## src/rtl/unified_mem_arbiter_pkg.sv

```systemverilog
// Shared types and constants for the unified instruction/data memory arbiter.
package mcu_mem_pkg;

  localparam int unsigned DEF_ADDR_W = 32;
  localparam int unsigned DEF_DATA_W = 32;

  typedef enum logic [1:0] {
    IDLE,
    WAIT_I,
    WAIT_D
  } state_t;

  typedef logic grant_t;
  localparam grant_t GNT_I = 1'b0;
  localparam grant_t GNT_D = 1'b1;

endpackage

```

## src/rtl/unified_mem_arbiter_if.sv

```systemverilog
// Pipeline-side (fetch/data) and memory-side handshake bundle for the arbiter.
interface unified_mem_arbiter_if
  import mcu_mem_pkg::*;
#(
  parameter int unsigned ADDR_W = DEF_ADDR_W,
  parameter int unsigned DATA_W = DEF_DATA_W
);

  logic              if_req;
  logic [ADDR_W-1:0] if_addr;
  logic [DATA_W-1:0] if_rdata;
  logic              if_ready;

  logic              dm_req;
  logic              dm_we;
  logic [ADDR_W-1:0] dm_addr;
  logic [DATA_W-1:0] dm_wdata;
  logic [DATA_W-1:0] dm_rdata;
  logic              dm_ready;

  logic              mem_req;
  logic              mem_we;
  logic [ADDR_W-1:0] mem_addr;
  logic [DATA_W-1:0] mem_wdata;
  logic [DATA_W-1:0] mem_rdata;
  logic              mem_ack;

  modport slave (
    input  if_req, if_addr, dm_req, dm_we, dm_addr, dm_wdata, mem_rdata, mem_ack,
    output if_rdata, if_ready, dm_rdata, dm_ready, mem_req, mem_we, mem_addr, mem_wdata
  );

  modport master (
    output if_req, if_addr, dm_req, dm_we, dm_addr, dm_wdata, mem_rdata, mem_ack,
    input  if_rdata, if_ready, dm_rdata, dm_ready, mem_req, mem_we, mem_addr, mem_wdata
  );

endinterface

```

## src/rtl/unified_mem_arbiter_mem_grant_select.sv

```systemverilog
// Data-first grant selection with a starvation counter protecting instruction fetch.
module mem_grant_select
  import mcu_mem_pkg::*;
#(
  parameter int unsigned STARVE_LIMIT = 4
) (
  input  logic   clk,
  input  logic   reset,
  input  logic   if_req,
  input  logic   dm_req,
  input  logic   grant_event,
  output grant_t grant_d
);

  localparam int unsigned CW = $clog2(STARVE_LIMIT + 1);

  logic [CW-1:0] starveCnt;
  logic          starved;

  assign starved = (starveCnt == CW'(STARVE_LIMIT));

  always_comb begin
    grant_d = GNT_I;
    if (dm_req && !(if_req && starved)) begin
      grant_d = GNT_D;
    end
  end

  // Counts only data grants taken while fetch is waiting; any idle fetch cycle forgives.
  always_ff @(posedge clk or negedge reset) begin
    if (!reset) begin
      starveCnt <= '0;
    end else if (!if_req) begin
      starveCnt <= '0;
    end else if (grant_event) begin
      if (grant_d == GNT_I) begin
        starveCnt <= '0;
      end else if (!starved) begin
        starveCnt <= starveCnt + 1'b1;
      end
    end
  end

endmodule

```

## src/rtl/unified_mem_arbiter.sv

```systemverilog
// Single-ported memory arbiter between fetch and data stages.
// Optional mem_ack timeout enabled by defining UNIFIED_MEM_TIMEOUT_EN.
module unified_mem_arbiter
  import mcu_mem_pkg::*;
#(
  parameter int unsigned ADDR_W       = DEF_ADDR_W,
  parameter int unsigned DATA_W       = DEF_DATA_W,
  parameter int unsigned STARVE_LIMIT = 4,
  parameter int unsigned MAX_WAIT     = 15
) (
  input  logic                   clk,
  input  logic                   reset,
  unified_mem_arbiter_if.slave   bus,
  output logic                   err_timeout
);

  if (STARVE_LIMIT < 1 || MAX_WAIT < 1) begin : g_badParam
    $error("unified_mem_arbiter: STARVE_LIMIT and MAX_WAIT must be at least 1");
  end

  state_t            state, stateNext;
  grant_t            grantD;
  logic              grantEvent;
  logic              timeoutHit;

  logic              memReqQ, memReqN;
  logic              memWeQ, memWeN;
  logic [ADDR_W-1:0] memAddrQ, memAddrN;
  logic [DATA_W-1:0] memWdataQ, memWdataN;
  logic              ifReadyQ, ifReadyN;
  logic              dmReadyQ, dmReadyN;
  logic [DATA_W-1:0] ifRdataQ, ifRdataN;
  logic [DATA_W-1:0] dmRdataQ, dmRdataN;

  // No grant during any ready pulse: the finishing requester is still dropping req.
  assign grantEvent = (state == IDLE) && !ifReadyQ && !dmReadyQ && (bus.if_req || bus.dm_req);

  mem_grant_select #(
    .STARVE_LIMIT (STARVE_LIMIT)
  ) u_grantSelect (
    .clk         (clk),
    .reset       (reset),
    .if_req      (bus.if_req),
    .dm_req      (bus.dm_req),
    .grant_event (grantEvent),
    .grant_d     (grantD)
  );

`ifdef UNIFIED_MEM_TIMEOUT_EN
  localparam int unsigned WW = $clog2(MAX_WAIT + 1);

  logic [WW-1:0] waitCnt;
  logic          errQ;

  assign timeoutHit = (state != IDLE) && (waitCnt == WW'(MAX_WAIT - 1));

  always_ff @(posedge clk or negedge reset) begin
    if (!reset) begin
      waitCnt <= '0;
      errQ    <= 1'b0;
    end else if (grantEvent) begin
      waitCnt <= '0;
    end else if (state != IDLE) begin
      if (timeoutHit) begin
        if (!bus.mem_ack) begin
          errQ <= 1'b1;
        end
      end else begin
        waitCnt <= waitCnt + 1'b1;
      end
    end
  end

  assign err_timeout = errQ;
`else
  assign timeoutHit  = 1'b0;
  assign err_timeout = 1'b0;
`endif

  always_comb begin
    stateNext = state;
    memReqN   = memReqQ;
    memWeN    = memWeQ;
    memAddrN  = memAddrQ;
    memWdataN = memWdataQ;
    ifReadyN  = 1'b0;
    dmReadyN  = 1'b0;
    ifRdataN  = ifRdataQ;
    dmRdataN  = dmRdataQ;
    unique case (state)
      IDLE: begin
        if (grantEvent) begin
          memReqN = 1'b1;
          if (grantD == GNT_D) begin
            stateNext = WAIT_D;
            memWeN    = bus.dm_we;
            memAddrN  = bus.dm_addr;
            memWdataN = bus.dm_wdata;
          end else begin
            stateNext = WAIT_I;
            memWeN    = 1'b0;
            memAddrN  = bus.if_addr;
            memWdataN = '0;
          end
        end
      end
      WAIT_I: begin
        if (bus.mem_ack || timeoutHit) begin
          stateNext = IDLE;
          memReqN   = 1'b0;
          ifReadyN  = 1'b1;
          ifRdataN  = bus.mem_ack ? bus.mem_rdata : '0;
        end
      end
      WAIT_D: begin
        if (bus.mem_ack || timeoutHit) begin
          stateNext = IDLE;
          memReqN   = 1'b0;
          dmReadyN  = 1'b1;
          if (!bus.mem_ack) begin
            dmRdataN = '0;
          end else if (!memWeQ) begin
            dmRdataN = bus.mem_rdata;
          end
        end
      end
      default: begin
        stateNext = IDLE;
        memReqN   = 1'b0;
      end
    endcase
  end

  always_ff @(posedge clk or negedge reset) begin
    if (!reset) begin
      state     <= IDLE;
      memReqQ   <= 1'b0;
      memWeQ    <= 1'b0;
      memAddrQ  <= '0;
      memWdataQ <= '0;
      ifReadyQ  <= 1'b0;
      dmReadyQ  <= 1'b0;
      ifRdataQ  <= '0;
      dmRdataQ  <= '0;
    end else begin
      state     <= stateNext;
      memReqQ   <= memReqN;
      memWeQ    <= memWeN;
      memAddrQ  <= memAddrN;
      memWdataQ <= memWdataN;
      ifReadyQ  <= ifReadyN;
      dmReadyQ  <= dmReadyN;
      ifRdataQ  <= ifRdataN;
      dmRdataQ  <= dmRdataN;
    end
  end

  assign bus.mem_req   = memReqQ;
  assign bus.mem_we    = memWeQ;
  assign bus.mem_addr  = memAddrQ;
  assign bus.mem_wdata = memWdataQ;
  assign bus.if_ready  = ifReadyQ;
  assign bus.dm_ready  = dmReadyQ;
  assign bus.if_rdata  = ifRdataQ;
  assign bus.dm_rdata  = dmRdataQ;

endmodule

```

## src/flat_wrapper.sv

```systemverilog
// flat-port wrapper written by rule: the top's interface ports become plain ports
module unified_mem_arbiter_flat import mcu_mem_pkg::*;
#(
  parameter int unsigned ADDR_W       = DEF_ADDR_W,
  parameter int unsigned DATA_W       = DEF_DATA_W,
  parameter int unsigned STARVE_LIMIT = 4,
  parameter int unsigned MAX_WAIT     = 15
)
  (clk, reset, err_timeout, bus_if_req, bus_if_addr, bus_dm_req, bus_dm_we, bus_dm_addr, bus_dm_wdata, bus_mem_rdata, bus_mem_ack, bus_if_rdata, bus_if_ready, bus_dm_rdata, bus_dm_ready, bus_mem_req, bus_mem_we, bus_mem_addr, bus_mem_wdata);
  unified_mem_arbiter_if #(.ADDR_W(ADDR_W), .DATA_W(DATA_W)) bus_i ();
  input  logic clk;
  input  logic reset;
  output logic err_timeout;
  input wire logic [$bits(bus_i.if_req)-1:0] bus_if_req;
  input wire logic [$bits(bus_i.if_addr)-1:0] bus_if_addr;
  input wire logic [$bits(bus_i.dm_req)-1:0] bus_dm_req;
  input wire logic [$bits(bus_i.dm_we)-1:0] bus_dm_we;
  input wire logic [$bits(bus_i.dm_addr)-1:0] bus_dm_addr;
  input wire logic [$bits(bus_i.dm_wdata)-1:0] bus_dm_wdata;
  input wire logic [$bits(bus_i.mem_rdata)-1:0] bus_mem_rdata;
  input wire logic [$bits(bus_i.mem_ack)-1:0] bus_mem_ack;
  output wire logic [$bits(bus_i.if_rdata)-1:0] bus_if_rdata;
  output wire logic [$bits(bus_i.if_ready)-1:0] bus_if_ready;
  output wire logic [$bits(bus_i.dm_rdata)-1:0] bus_dm_rdata;
  output wire logic [$bits(bus_i.dm_ready)-1:0] bus_dm_ready;
  output wire logic [$bits(bus_i.mem_req)-1:0] bus_mem_req;
  output wire logic [$bits(bus_i.mem_we)-1:0] bus_mem_we;
  output wire logic [$bits(bus_i.mem_addr)-1:0] bus_mem_addr;
  output wire logic [$bits(bus_i.mem_wdata)-1:0] bus_mem_wdata;
  assign bus_i.if_req = bus_if_req;
  assign bus_i.if_addr = bus_if_addr;
  assign bus_i.dm_req = bus_dm_req;
  assign bus_i.dm_we = bus_dm_we;
  assign bus_i.dm_addr = bus_dm_addr;
  assign bus_i.dm_wdata = bus_dm_wdata;
  assign bus_i.mem_rdata = bus_mem_rdata;
  assign bus_i.mem_ack = bus_mem_ack;
  assign bus_if_rdata = bus_i.if_rdata;
  assign bus_if_ready = bus_i.if_ready;
  assign bus_dm_rdata = bus_i.dm_rdata;
  assign bus_dm_ready = bus_i.dm_ready;
  assign bus_mem_req = bus_i.mem_req;
  assign bus_mem_we = bus_i.mem_we;
  assign bus_mem_addr = bus_i.mem_addr;
  assign bus_mem_wdata = bus_i.mem_wdata;
  unified_mem_arbiter #(.ADDR_W(ADDR_W), .DATA_W(DATA_W), .STARVE_LIMIT(STARVE_LIMIT), .MAX_WAIT(MAX_WAIT)) u_core (.clk(clk), .reset(reset), .bus(bus_i), .err_timeout(err_timeout));
endmodule
```

## config.mk

```make
export PLATFORM = sky130hd
export DESIGN_NAME = unified_mem_arbiter_flat
export DESIGN_NICKNAME = d
export VERILOG_FILES = /design/src/rtl/unified_mem_arbiter_pkg.sv /design/src/rtl/unified_mem_arbiter_if.sv /design/src/rtl/unified_mem_arbiter_mem_grant_select.sv /design/src/rtl/unified_mem_arbiter.sv /design/src/flat_wrapper.sv
export SDC_FILE = /design/constraint.sdc
export NUM_CORES = 1
export LEC_CHECK = 0
export CORE_ASPECT_RATIO = 1.75
export CORE_MARGIN = 1
export CORE_UTILIZATION = 23
export DETAILED_ROUTE_END_ITERATION = 10
export GPL_TIMING_DRIVEN = 0
export PLACE_DENSITY = 0.54
export REMOVE_ABC_BUFFERS = 1
export SKIP_CTS_REPAIR_TIMING = 1
export SYNTH_ARGS = -nofsm -noshare
export SYNTH_HDL_FRONTEND = slang
export SYNTH_SLANG_ARGS = --single-unit
```

## constraint.sdc

```tcl
create_clock -name clk -period 1.8 [get_ports clk]
set_clock_uncertainty 0.2 [all_clocks]
set_input_delay 0.45 -clock clk [delete_from_list [all_inputs] [get_ports clk]]
set_output_delay 0.45 -clock clk [all_outputs]
set_load 0.005 [all_outputs]
```

# Yosys cells after proc, flatten, opt, wreduce, memory -nomap -nowiden
# Index checks and enable logic that the tools add are counted.
[classes]
addsub = 1
eq_ne = 7
mux = 18
bitwise_logic = 1
reduce_logical = 16
[op_table]
columns = ["cell", "n"]
rows = [
  ["32-bit 2-to-1 mux", 2],
  ["3-bit 2-to-1 mux", 4],
  ["2-bit AND reduction", 4],
  ["1-bit 2-to-1 mux", 7],
  ["2-bit 2-to-1 mux", 3],
  ["2-bit by 1-bit inequality test with 1-bit output (second input constant)", 3],
  ["1-bit logical AND", 5],
  ["2-bit case mux with 2 select lines", 1],
  ["3-bit by 1-bit adder with 3-bit output (second input constant)", 1],
  ["3-bit equality test (second input constant)", 1],
  ["1-bit logical NOT", 3],
  ["3-bit inequality test (second input constant)", 1],
  ["3-bit AND reduction", 1],
  ["2-bit by 1-bit equality test with 1-bit output (second input constant)", 1],
  ["2-bit equality test (second input constant)", 1],
  ["2-bit logical NOT", 1],
  ["1-bit case mux with 2 select lines", 1],
  ["2-bit OR reduction", 1],
  ["1-bit logical OR", 1],
  ["1-bit NOT", 1],
]
[totals]
ff_bits = 137
input_bits = 134
output_inout_bits = 133
wordCells = 53

# Longest topological paths before layout
# Gate-level depths: netlist of the first run.
[logic_depth]
word_depth = 8
ltp_mapped = 8
depth_no_buf = 6

# Cells and area by module
# From an unflattened synthesis of the first run, not the netlist that was laid out.
[hier_totals]
cells_unflattened = 430
hier_area_um2 = 5895.7
[modules_own_cells]
columns = ["module", "instances", "cells_each", "area_per_inst_um2", "seq_area_each_um2"]
rows = [
  ["unified_mem_arbiter", 1, 409, 5701.7, 3353.2],
  ["mem_grant_select", 1, 21, 193.9, 75.1],
]

# Worst setup path after synthesis of the first run
# OpenSTA, ideal clock, no wires.
[synth_timing]
path_type = "reg-to-reg"
from = "register u_core.state[0]"
to = "register u_core.memWdataQ[23] (netlist: u_core.bus.mem_wdata[23])"
setup_time_ns = 0.121
arrival_ns = 1.493
required_time_ns = 1.479
path_slack_ns = -0.013
stages_incl_launch_ff = 8
path_buffers = 2
period_less_slack_ns = 1.813
cell_sequence = "dfrtp_1 > inv_1 > ha_1 > nor3b_4 > o21ai_2 > buf_6 > buf_6 > a22o_1"
[synth_between]
elab_chain_len = 5
[synth_lines]
columns = ["item", "line_no", "text"]
rows = [
  ["from (decl)", "unified_mem_arbiter.sv:21", "state_t state, stateNext;"],
  ["from (signal assigned)", "unified_mem_arbiter.sv:146", "state <= stateNext;"],
  ["2-bit logical NOT (*)", "unified_mem_arbiter.sv:36, unified_mem_arbiter.sv:90", ""],
  ["1-bit logical AND (3 in series)", "unified_mem_arbiter.sv:36", "assign grantEvent = (state == IDLE) && !ifReadyQ && !dmReadyQ && (bus.if_req || bus.dm_req);"],
  ["2-bit AND reduction (no line) (*)", "--", ""],
  ["to (signal assigned)", "unified_mem_arbiter.sv:150", "memWdataQ <= memWdataN;"],
  ["to (decl)", "unified_mem_arbiter.sv:29", "logic [DATA_W-1:0] memWdataQ, memWdataN;"],
]
# Every way passes the cells marked *; elsewhere a longest branch is shown, timed or not.
# A chain may end at the register's enable or synchronous reset.

# Final worst setup path of the first run
[layout_timing]
from = "register u_core.state[1]"
to = "register u_core.memWdataQ[2] (netlist: u_core.bus.mem_wdata[2])"
# The elaborated chain is that of the path after synthesis.

==> results_dict.tcl, run 1 <==
set metrics [dict create \
    status "complete, but fails checks" \
    violations "setup timing" \
    cp_max_fo 8 \
    place_hpwl_um 12700 \
    rows 74 \
    first_iter_violations 137 \
    cts.clk_slew.worst_paths_ps 60 \
    async_flop_share 1.00 \
    setup_viol 47 \
    clockRootBuffer "clkbuf_16" \
    antenna_found_initial 3 \
    htreeDepth 4 \
    netlist_instances 402 \
    synth_seq_area_share 0.626 \
    worstSetupEndpoint "u_core.bus.mem_wdata[2]$_DFFE_PN0P_" \
    dpl.cell_count 948 \
    leakage_nw 5.67 \
    maxCapViolations 0 \
    use_met3 0.0499 \
    syn_area_mm2 0.00548 \
    yosysWarnings 0 \
    worstPathRequired_ps 1900 \
    cts_buffers 17 \
    power_frac_comb 0.469 \
    overflow 0 \
    io_buffers 265 \
    fin_hold_ws_ps 282 \
    grt_busiest_layer "met2" \
    clkSinkCount 137 \
    post_drt_wl_per_cell_um 20.1 \
    remaining_drc_errors 0 \
    grt_util_all_layers 0.143 \
    routed_wl_um 20700 \
    die_h_um 206 \
    p_int_mw 12.0 \
    synth_edf_count 0 \
    relSlewSlack 0.529 \
    clkPwrFrac 0.218 \
    postLayoutCellArea_mm2 0.0104 \
    avgSynthCellArea_um2 13.6 \
    final_cells 1031 \
    startpoint_type "flip-flop" \
    final_max_slew_viol_count 0 \
    pin_count 267 \
    r2r-start "u_core.state[1]$_DFFE_PN0P_" \
    layout_common_cells "135 x dfrtp_1, 133 x dlymetal6s2s_1, 130 x clkdlybuf4s50_1" \
    p_sw_frac 0.296 \
    ir_drop_mv 0.822 \
    period_share 1.09 \
    power.density_mw_per_mm2 1640 \
    hold_class "reg2reg" \
    critPathKind "reg2reg" \
    crit_path_max_incr_delay_ps 410 \
    rsz0062_at_grt "true" \
    critPathArrivalTime_ps 2060 \
    synth-seq-cells 137 \
    ant_nets 0 \
    setup_slack_ps -162 \
    initial_core_util 0.235 \
    final_common_cell "dfrtp_1" \
    ys.flop_type "dfrtp_1" \
    critPathMostFrequentCell "clkbuf_16" \
    cts_tree "yes" \
    power_frac_seq 0.314 \
    fin_nets 852 \
    vias 4659 \
    reg2reg_depth 8 \
    hold_viol_final 0 \
    core_area_mm2 0.0233 \
    cp_cell_sequence "inv_2, ha_4, nor3b_4, buf_6, o21ai_4, clkbuf_16, clkbuf_16, a22o_1" \
    grt_pass1_vias 4775 \
    placed_cell_area_mm2 0.00846 \
    grt_max_degree 70 \
    grt_pass1_wl_um 26400 \
    max_freq_ghz 0.510 \
    grt_util_met2 0.261 \
    r2r-end "u_core.bus.mem_wdata[2]$_DFFE_PN0P_" \
    endpoint_kind "flip-flop" \
    layout_min_cycle_time_ps 1960 \
    critPathSlowestCell "dfrtp_1" \
    switchingPower_mw 5.03 \
    reg2reg_slack_ps -160 \
    avgViaCountPerCell 4.52 \
    worstMarginPinSlew_ps 707 \
    clk_latency_ps 420 \
    cp-startpoint "u_core.state[1]$_DFFE_PN0P_" \
    dieArea_mm2 0.0245 \
    drive_above_1_share 0.262 \
    use_met1 0.142 \
    synthDistinctLibCells 30 \
    dr.pass1.iters 4 \
    gp_congestion 0.782 \
    syn_to_final_growth_pct 89.6 \
    die_w_um 119 \
    clockBufferDepth 2 \
]
cell usage after synthesis, drive strengths merged, types with 2 or more instances:
library cell  number  area, um2
nand2             37        139
dfrtp            137       3430
and2               2       12.5
a22o              34        298
o21ai              2       13.8
nor2               5       21.3
nand2b             2       12.5
nand3              3       15.0
inv                6       22.5
nor2b              2       12.5
a21oi             33        165
a2bb2oi           32        280
ha                 5       62.6
clkbuf             3       11.3
mux2              64        721
buf               26        188
layer usage:
layer	up-vias	wire, um
li1	2084	-
met1	2343	6930
met2	181	11800
met3	47	1150
met4	4	811
met5	-	25
registers in the layout, summed over array words and instances (netlist names):
| signal | cells |
|---|---|
| u_core.u_grantSelect.starveCnt | 3 |
| u_core.bus.mem_req | 1 |
| u_core.state | 2 |
| u_core.bus.mem_wdata | 32 |
| u_core.bus.if_rdata | 32 |
| u_core.bus.mem_addr | 32 |
| u_core.bus.if_ready | 1 |
| u_core.bus.dm_ready | 1 |
| u_core.bus.dm_rdata | 32 |
| u_core.bus.mem_we | 1 |
layout make-up:
type	instances	area (um2)
fillers	2139	12900
well taps	304	380
clock buffers	24	472
flip-flops and latches	137	3430
diodes	2	5.00
clock inverters	7	141
multi-input cells	238	2310
inverters	6	22.5
repair buffers	313	3620
worst max-delay path, delay by kind of cell, from the launching register on:
kind	cells	cell delay (ps)
compound gates	2	270
buf+inv	4	620
simple gates	1	190
flops	1	410
fa+ha+maj	1	140
kinds of logic (layout without fill, tap and decap cells):
logic type,after synthesis,in the layout,share of synthesized area
flip-flops,137,137,0.626
multiplexers,64,64,0.132
adder cells (fa/ha/maj),5,5,0.0114
AND/OR/NAND/NOR,54,60,0.0443
buffers and inverters,35,350,0.0404
other,1,3,0.000685
AO/OA/AOI/OAI,106,108,0.146
worst min path at each step:
stage / start / slack (ps) / cells after the start / to
3_5_place_dp: u_core.bus.dm_rdata[3]$_DFFE_PN0P_ / 280 / 1 / u_core.bus.dm_rdata[3]$_DFFE_PN0P_
5_1_grt: u_core.bus.dm_rdata[13]$_DFFE_PN0P_ / 300 / 1 / u_core.bus.dm_rdata[13]$_DFFE_PN0P_
2_1_floorplan: reset / -50 / 0 / u_core.bus.dm_rdata[0]$_DFFE_PN0P_
3_3_place_gp: u_core.bus.dm_rdata[11]$_DFFE_PN0P_ / 280 / 1 / u_core.bus.dm_rdata[11]$_DFFE_PN0P_
6_report: u_core.bus.dm_rdata[3]$_DFFE_PN0P_ / 280 / 1 / u_core.bus.dm_rdata[3]$_DFFE_PN0P_
4_1_cts: reset / -150 / 1 / u_core.bus.if_rdata[17]$_DFFE_PN0P_
stage by stage:
| step | TNS (ps) | utilization | power [mW] | setup WS (ps) |
|---|---|---|---|---|
| after floorplan | -55970 | - | 7.73 | -708 |
| after global placement | -950740 | 0.356 | 11.7 | -5380 |
| after detailed placement | -99810 | 0.363 | 12.1 | -1240 |
| after CTS | -86770 | 0.389 | 15.9 | -1190 |
| after global routing | -8900 | 0.445 | 17.9 | -200 |
| final | -6320 | 0.445 | 17.0 | -162 |
power groups by stage:
stage / logic (mW) / clock network (mW) / registers (mW)
after floorplan: 2.30 / 0 / 5.42
after global placement: 6.41 / 0 / 5.32
after detailed placement: 6.68 / 0 / 5.38
after CTS: 6.72 / 3.81 / 5.35
after global routing: 8.46 / 3.94 / 5.52
final: 7.96 / 3.69 / 5.33
No activity file was read; power rests on OpenSTA's default activity.
==> run 2: changes to the inputs <==
--- a/config.mk
+++ b/config.mk
@@ -7,10 +7,10 @@
 export LEC_CHECK = 0
 export CORE_ASPECT_RATIO = 1.75
 export CORE_MARGIN = 1
-export CORE_UTILIZATION = 23
+export CORE_UTILIZATION = 37
 export DETAILED_ROUTE_END_ITERATION = 10
 export GPL_TIMING_DRIVEN = 0
-export PLACE_DENSITY = 0.54
+export PLACE_DENSITY = 0.79
 export REMOVE_ABC_BUFFERS = 1
 export SKIP_CTS_REPAIR_TIMING = 1
 export SYNTH_ARGS = -nofsm -noshare
==> results_dict.tcl, run 2 (synthesized netlist as in run 1, its figures left out) <==
set metrics [dict create \
    status "complete, but fails checks" \
    violations "setup timing" \
    power_frac_seq 0.313 \
    clockRootBuffer "clkbuf_16" \
    first_iter_violations 162 \
    grt_util_all_layers 0.204 \
    startpoint_type "flip-flop" \
    leakage_nw 5.53 \
    clkPwrFrac 0.214 \
    dpl.cell_count 821 \
    initial_core_util 0.379 \
    use_met3 0.0630 \
    multi_input_area_mm2 0.00241 \
    grt_pass1_wl_um 23600 \
    core_area_mm2 0.0144 \
    place_hpwl_um 11300 \
    layout_min_cycle_time_ps 1950 \
    grt_max_degree 93 \
    rows 58 \
    io_buffers 265 \
    final_core_util 0.705 \
    final_max_slew_viol_count 0 \
    max_freq_ghz 0.512 \
    power.density_mw_per_mm2 1670 \
    endpoint_kind "flip-flop" \
    ir_drop_mv 0.948 \
    nFillCells 928 \
    grt_pass1_vias 4620 \
    switchingPower_mw 5.32 \
    hold_viol_final 0 \
    syn_to_final_growth_pct 86.0 \
    maxCapViolations 0 \
    setup_viol 66 \
    cp_max_fo 5 \
    fin_setup_tns_ps -6670 \
    htreeDepth 4 \
    die_h_um 163 \
    seq_area_mm2 0.00343 \
    cts_tree "yes" \
    cts.clk_slew.worst_paths_ps 60 \
    avgViaCountPerCell 5.27 \
    power_frac_comb 0.473 \
    dr.pass1.iters 4 \
    pin_count 267 \
    clockBufferDepth 2 \
    routed_wl_um 20200 \
    critPathKind "reg2reg" \
    setup_slack_ps -152 \
    clk_latency_ps 400 \
    period_share 1.08 \
    cts_buffers 17 \
    crit_family "buffers and inverters" \
    p_int_mw 11.7 \
    dieArea_mm2 0.0153 \
    rsz0062_at_grt "true" \
    remaining_drc_errors 0 \
    ant_nets 0 \
    hold_class "reg2reg" \
    path_buf_inv 4 \
    layout_common_cells "135 x dfrtp_1, 133 x dlymetal6s2s_1, 129 x clkdlybuf4s50_1" \
    grt_util_met2 0.379 \
    worstPathRequired_ps 1880 \
    critPathSlowestCell "dfrtp_1" \
    p_sw_frac 0.312 \
    clkSinkCount 137 \
    crit_path_max_incr_delay_ps 410 \
    cp_cell_sequence "inv_2, ha_4, nor3b_4, buf_6, buf_12, o21ai_4, buf_4, a21oi_2, a2bb2oi_1" \
    critPathArrivalTime_ps 2040 \
    vias 4762 \
    drive_above_1_share 0.259 \
    antenna_found_initial 1 \
    grt_busiest_layer "met2" \
    die_w_um 94.0 \
    post_drt_wl_per_cell_um 22.4 \
    gp_congestion 0.737 \
    use_met1 0.199 \
    relSlewSlack 0.626 \
    fin_nets 849 \
    final_cells 903 \
    overflow 0 \
    final_common_cell "dfrtp_1" \
    worstMarginPinSlew_ps 559 \
]
==> run 2: cell count changes in the layout (fill, tap and decap cells not counted), moves of 3 or more <==
cell	delta
a21oi_1	-8
a2bb2oi_2	+8
a21oi_4	+8
clkbuf_1	-5
a2bb2oi_1	-8
mux2_1	+19
inv_6	+4
clkbuf_16	-3
mux2_4	-19
==> run 2: power groups by stage <==
stage / clock network (mW) / logic [mW] / registers (mW)
6_report: 3.65 / 8.07 / 5.34
5_1_grt: 3.84 / 8.51 / 5.50
4_1_cts: 3.70 / 6.48 / 5.35
3_5_place_dp: 0 / 6.44 / 5.38
3_3_place_gp: 0 / 6.25 / 5.28
2_1_floorplan: 0 / 2.30 / 5.42
==> run 2: worst paths after layout <==
path | from | cells after the start | slack (ps) | to
worst max-delay path | u_core.state[1]$_DFFE_PN0P_ | 9 | -150 | u_core.bus.mem_addr[28]$_DFFE_PN0P_
worst min register to register | u_core.bus.dm_rdata[14]$_DFFE_PN0P_ | 1 | 290 | u_core.bus.dm_rdata[14]$_DFFE_PN0P_
max in group asynchronous | reset | 3 | 250 | u_core.bus.mem_wdata[27]$_DFFE_PN0P_
worst min-delay path | u_core.bus.dm_rdata[14]$_DFFE_PN0P_ | 1 | 290 | u_core.bus.dm_rdata[14]$_DFFE_PN0P_
min in group asynchronous | reset | 2 | 330 | u_core.bus.mem_addr[29]$_DFFE_PN0P_
worst max register to register | u_core.state[1]$_DFFE_PN0P_ | 9 | -150 | u_core.bus.mem_addr[28]$_DFFE_PN0P_
==> run 2: cell type report <==
cell class	count	share of cell area
Timing Repair Buffer	308	0.342
Tap cell	180	0.0221
Clock buffer	19	0.0445
Clock inverter	12	0.0160
Sequential cell	137	0.337
Inverter	6	0.00221
Antenna cell	1	0.000246
Multi-Input combinational cell	240	0.236
==> run 2: worst register-to-register path, delay by kind of cell (launching register included) <==
| kind | cells | cell delay [ps] |
|---|---|---|
| buf+inv | 4 | 560 |
| compound gates | 3 | 320 |
| simple gates | 1 | 190 |
| fa+ha+maj | 1 | 160 |
| flops | 1 | 410 |
==> run 2: stage by stage <==
stage | setup slack [ps] | hold slack (ps) | power, mW | cell area [um2]
after floorplan | -708 | -45.6 | 7.73 | 5280
after global placement | -5100 | 276 | 11.5 | 8160
after detailed placement | -1090 | 207 | 11.8 | 8230
after CTS | -1030 | -232 | 15.5 | 8850
after global routing | -252 | 303 | 17.8 | 10200
final | -152 | 289 | 17.1 | 10200
==> run 2: per-layer routing <==
| layer | wire [um] | vias up |
|---|---|---|
| li1 | - | 2090 |
| met1 | 6680 | 2417 |
| met2 | 11400 | 208 |
| met3 | 1360 | 47 |
| met4 | 696 | 0 |
| met5 | 0 | - |
==> run 3: changes to the inputs <==
--- a/config.mk
+++ b/config.mk
@@ -6,7 +6,7 @@
 export NUM_CORES = 1
 export LEC_CHECK = 0
 export CORE_ASPECT_RATIO = 1.75
-export CORE_MARGIN = 1
+export CORE_MARGIN = 10
 export CORE_UTILIZATION = 37
 export DETAILED_ROUTE_END_ITERATION = 10
 export GPL_TIMING_DRIVEN = 0
==> results_dict.tcl, run 3 (synthesized netlist as in run 1, its figures left out) <==
set metrics [dict create \
    drive_above_1_share 0.234 \
    cp-startpoint "u_core.state[0]$_DFFE_PN0P_" \
    layout_min_cycle_time_ps 1970 \
    hold_class "reg2reg" \
    final_core_util 0.699 \
    startpoint_type "flip-flop" \
    rows 58 \
    setup_slack_ps -169 \
    post_drt_wl_per_cell_um 25.7 \
    cp_max_fo 8 \
    pin_count 267 \
    grt_util_all_layers 0.173 \
    hold_end "u_core.bus.dm_rdata[19]$_DFFE_PN0P_" \
    grt_max_degree 71 \
    placed_cell_area_mm2 0.00825 \
    r2r-end "u_core.bus.mem_wdata[21]$_DFFE_PN0P_" \
    critPathKind "reg2reg" \
    power.density_mw_per_mm2 1670 \
    clockRootBuffer "clkbuf_16" \
    io_buffers 265 \
    grt_pass1_wl_um 28100 \
    gp_congestion 0.786 \
    fin_hold_ws_ps 285 \
    worstPathRequired_ps 1890 \
    core_area_mm2 0.0144 \
    fin_setup_tns_ps -6890 \
    power_mw 16.8 \
    place_hpwl_um 13700 \
    htreeDepth 4 \
    ir_drop_mv 0.870 \
    max_freq_ghz 0.508 \
    worstMarginPinSlew_ps 731 \
    clockBufferDepth 2 \
    routed_wl_um 23100 \
    cts_tree "yes" \
    status "complete, but fails checks" \
    initial_core_util 0.379 \
    clkSinkCount 137 \
    hold_depth 1 \
    vias 4762 \
    avgViaCountPerCell 5.30 \
    first_iter_violations 200 \
    setup_viol 57 \
    overflow 0 \
    r2r-start "u_core.state[0]$_DFFE_PN0P_" \
    reg2reg_depth 7 \
    postLayoutCellArea_mm2 0.0101 \
    hold_viol_final 0 \
    cts.clk_slew.worst_paths_ps 60 \
    clk_latency_ps 400 \
    leakage_nw 5.53 \
    grt_pass1_vias 4892 \
    critPathArrivalTime_ps 2050 \
    rsz0062_at_grt "true" \
    endpoint_kind "flip-flop" \
    ant_nets 0 \
    syn_to_final_growth_pct 84.4 \
    fin_nets 844 \
    pre_cts_ws_ps -1150 \
    remaining_drc_errors 0 \
    maxCapViolations 0 \
    period_share 1.09 \
    dr.pass1.iters 4 \
    antenna_found_initial 0 \
    final_max_slew_viol_count 0 \
    layout_common_cells "134 x dlymetal6s2s_1, 134 x dfrtp_1, 129 x clkdlybuf4s50_1" \
    final_cells 898 \
    relSlewSlack 0.512 \
    hp-start "u_core.bus.dm_rdata[19]$_DFFE_PN0P_" \
    die_h_um 181 \
    violations "setup timing" \
    die_w_um 112 \
    cts_buffers 17 \
    dpl.cell_count 821 \
    reg2reg_slack_ps -170 \
    antenna_cells 0 \
    dieArea_mm2 0.0203 \
]
-- run 3: changes by cell type in the layout (fill, tap and decap cells not counted), sizes merged --
cell,change
dlymetal6s2s,+1
nand2b,+1
buf,-10
and3,+2
nand2,+2
and2,+2
clkbuf,-1
o21ai,-1
diode,-1
-- run 3: per-layer routing --
metal | part of all wire | vias to the layer above | track usage
met5 | 0 | - | 0
met4 | 0.042 | 0 | 0.0688
met3 | 0.070 | 53 | 0.0670
met2 | 0.55 | 229 | 0.313
met1 | 0.34 | 2402 | 0.170
li1 | - | 2078 | -
-- run 3: worst max-delay path, stage by stage, from the launching register on --
cell and delay (ps):
dfrtp_1 410, inv_2 100, ha_4 150, nor3b_4 210, buf_6 150, o21ai_4 160
clkbuf_16 250, a22o_1 220
-- run 3: area by class of cell --
| type | count | area, um2 |
|---|---|---|
| fillers | 971 | 4340 |
| clock inverters | 12 | 166 |
| multi-input cells | 246 | 2410 |
| inverters | 6 | 22.5 |
| repair buffers | 297 | 3410 |
| well taps | 180 | 225 |
| flip-flops and latches | 137 | 3430 |
| clock buffers | 20 | 437 |
-- run 3: worst max-delay path by stage --
stage / to / slack [ps] / cells after the start
after floorplan: u_core.state[0]$_DFFE_PN0P_ / -710 / 3
after global placement: u_core.bus.mem_addr[18]$_DFFE_PN0P_ / -5080 / 1
after detailed placement: u_core.bus.mem_addr[6]$_DFFE_PN0P_ / -1150 / 5
after CTS: u_core.u_grantSelect.starveCnt[0]$_DFFE_PN0P_ / -1080 / 6
after global routing: u_core.bus.mem_wdata[21]$_DFFE_PN0P_ / -230 / 7
final: u_core.bus.mem_wdata[21]$_DFFE_PN0P_ / -170 / 7
-- run 3: power by group --
group	leakage, nW	internal, mW	switching [mW]	total [mW]
logic	3.59	4.74	3.13	7.87
clock network	0.286	2.21	1.39	3.60
registers	1.65	4.55	0.818	5.37
total	5.53	11.5	5.34	16.8
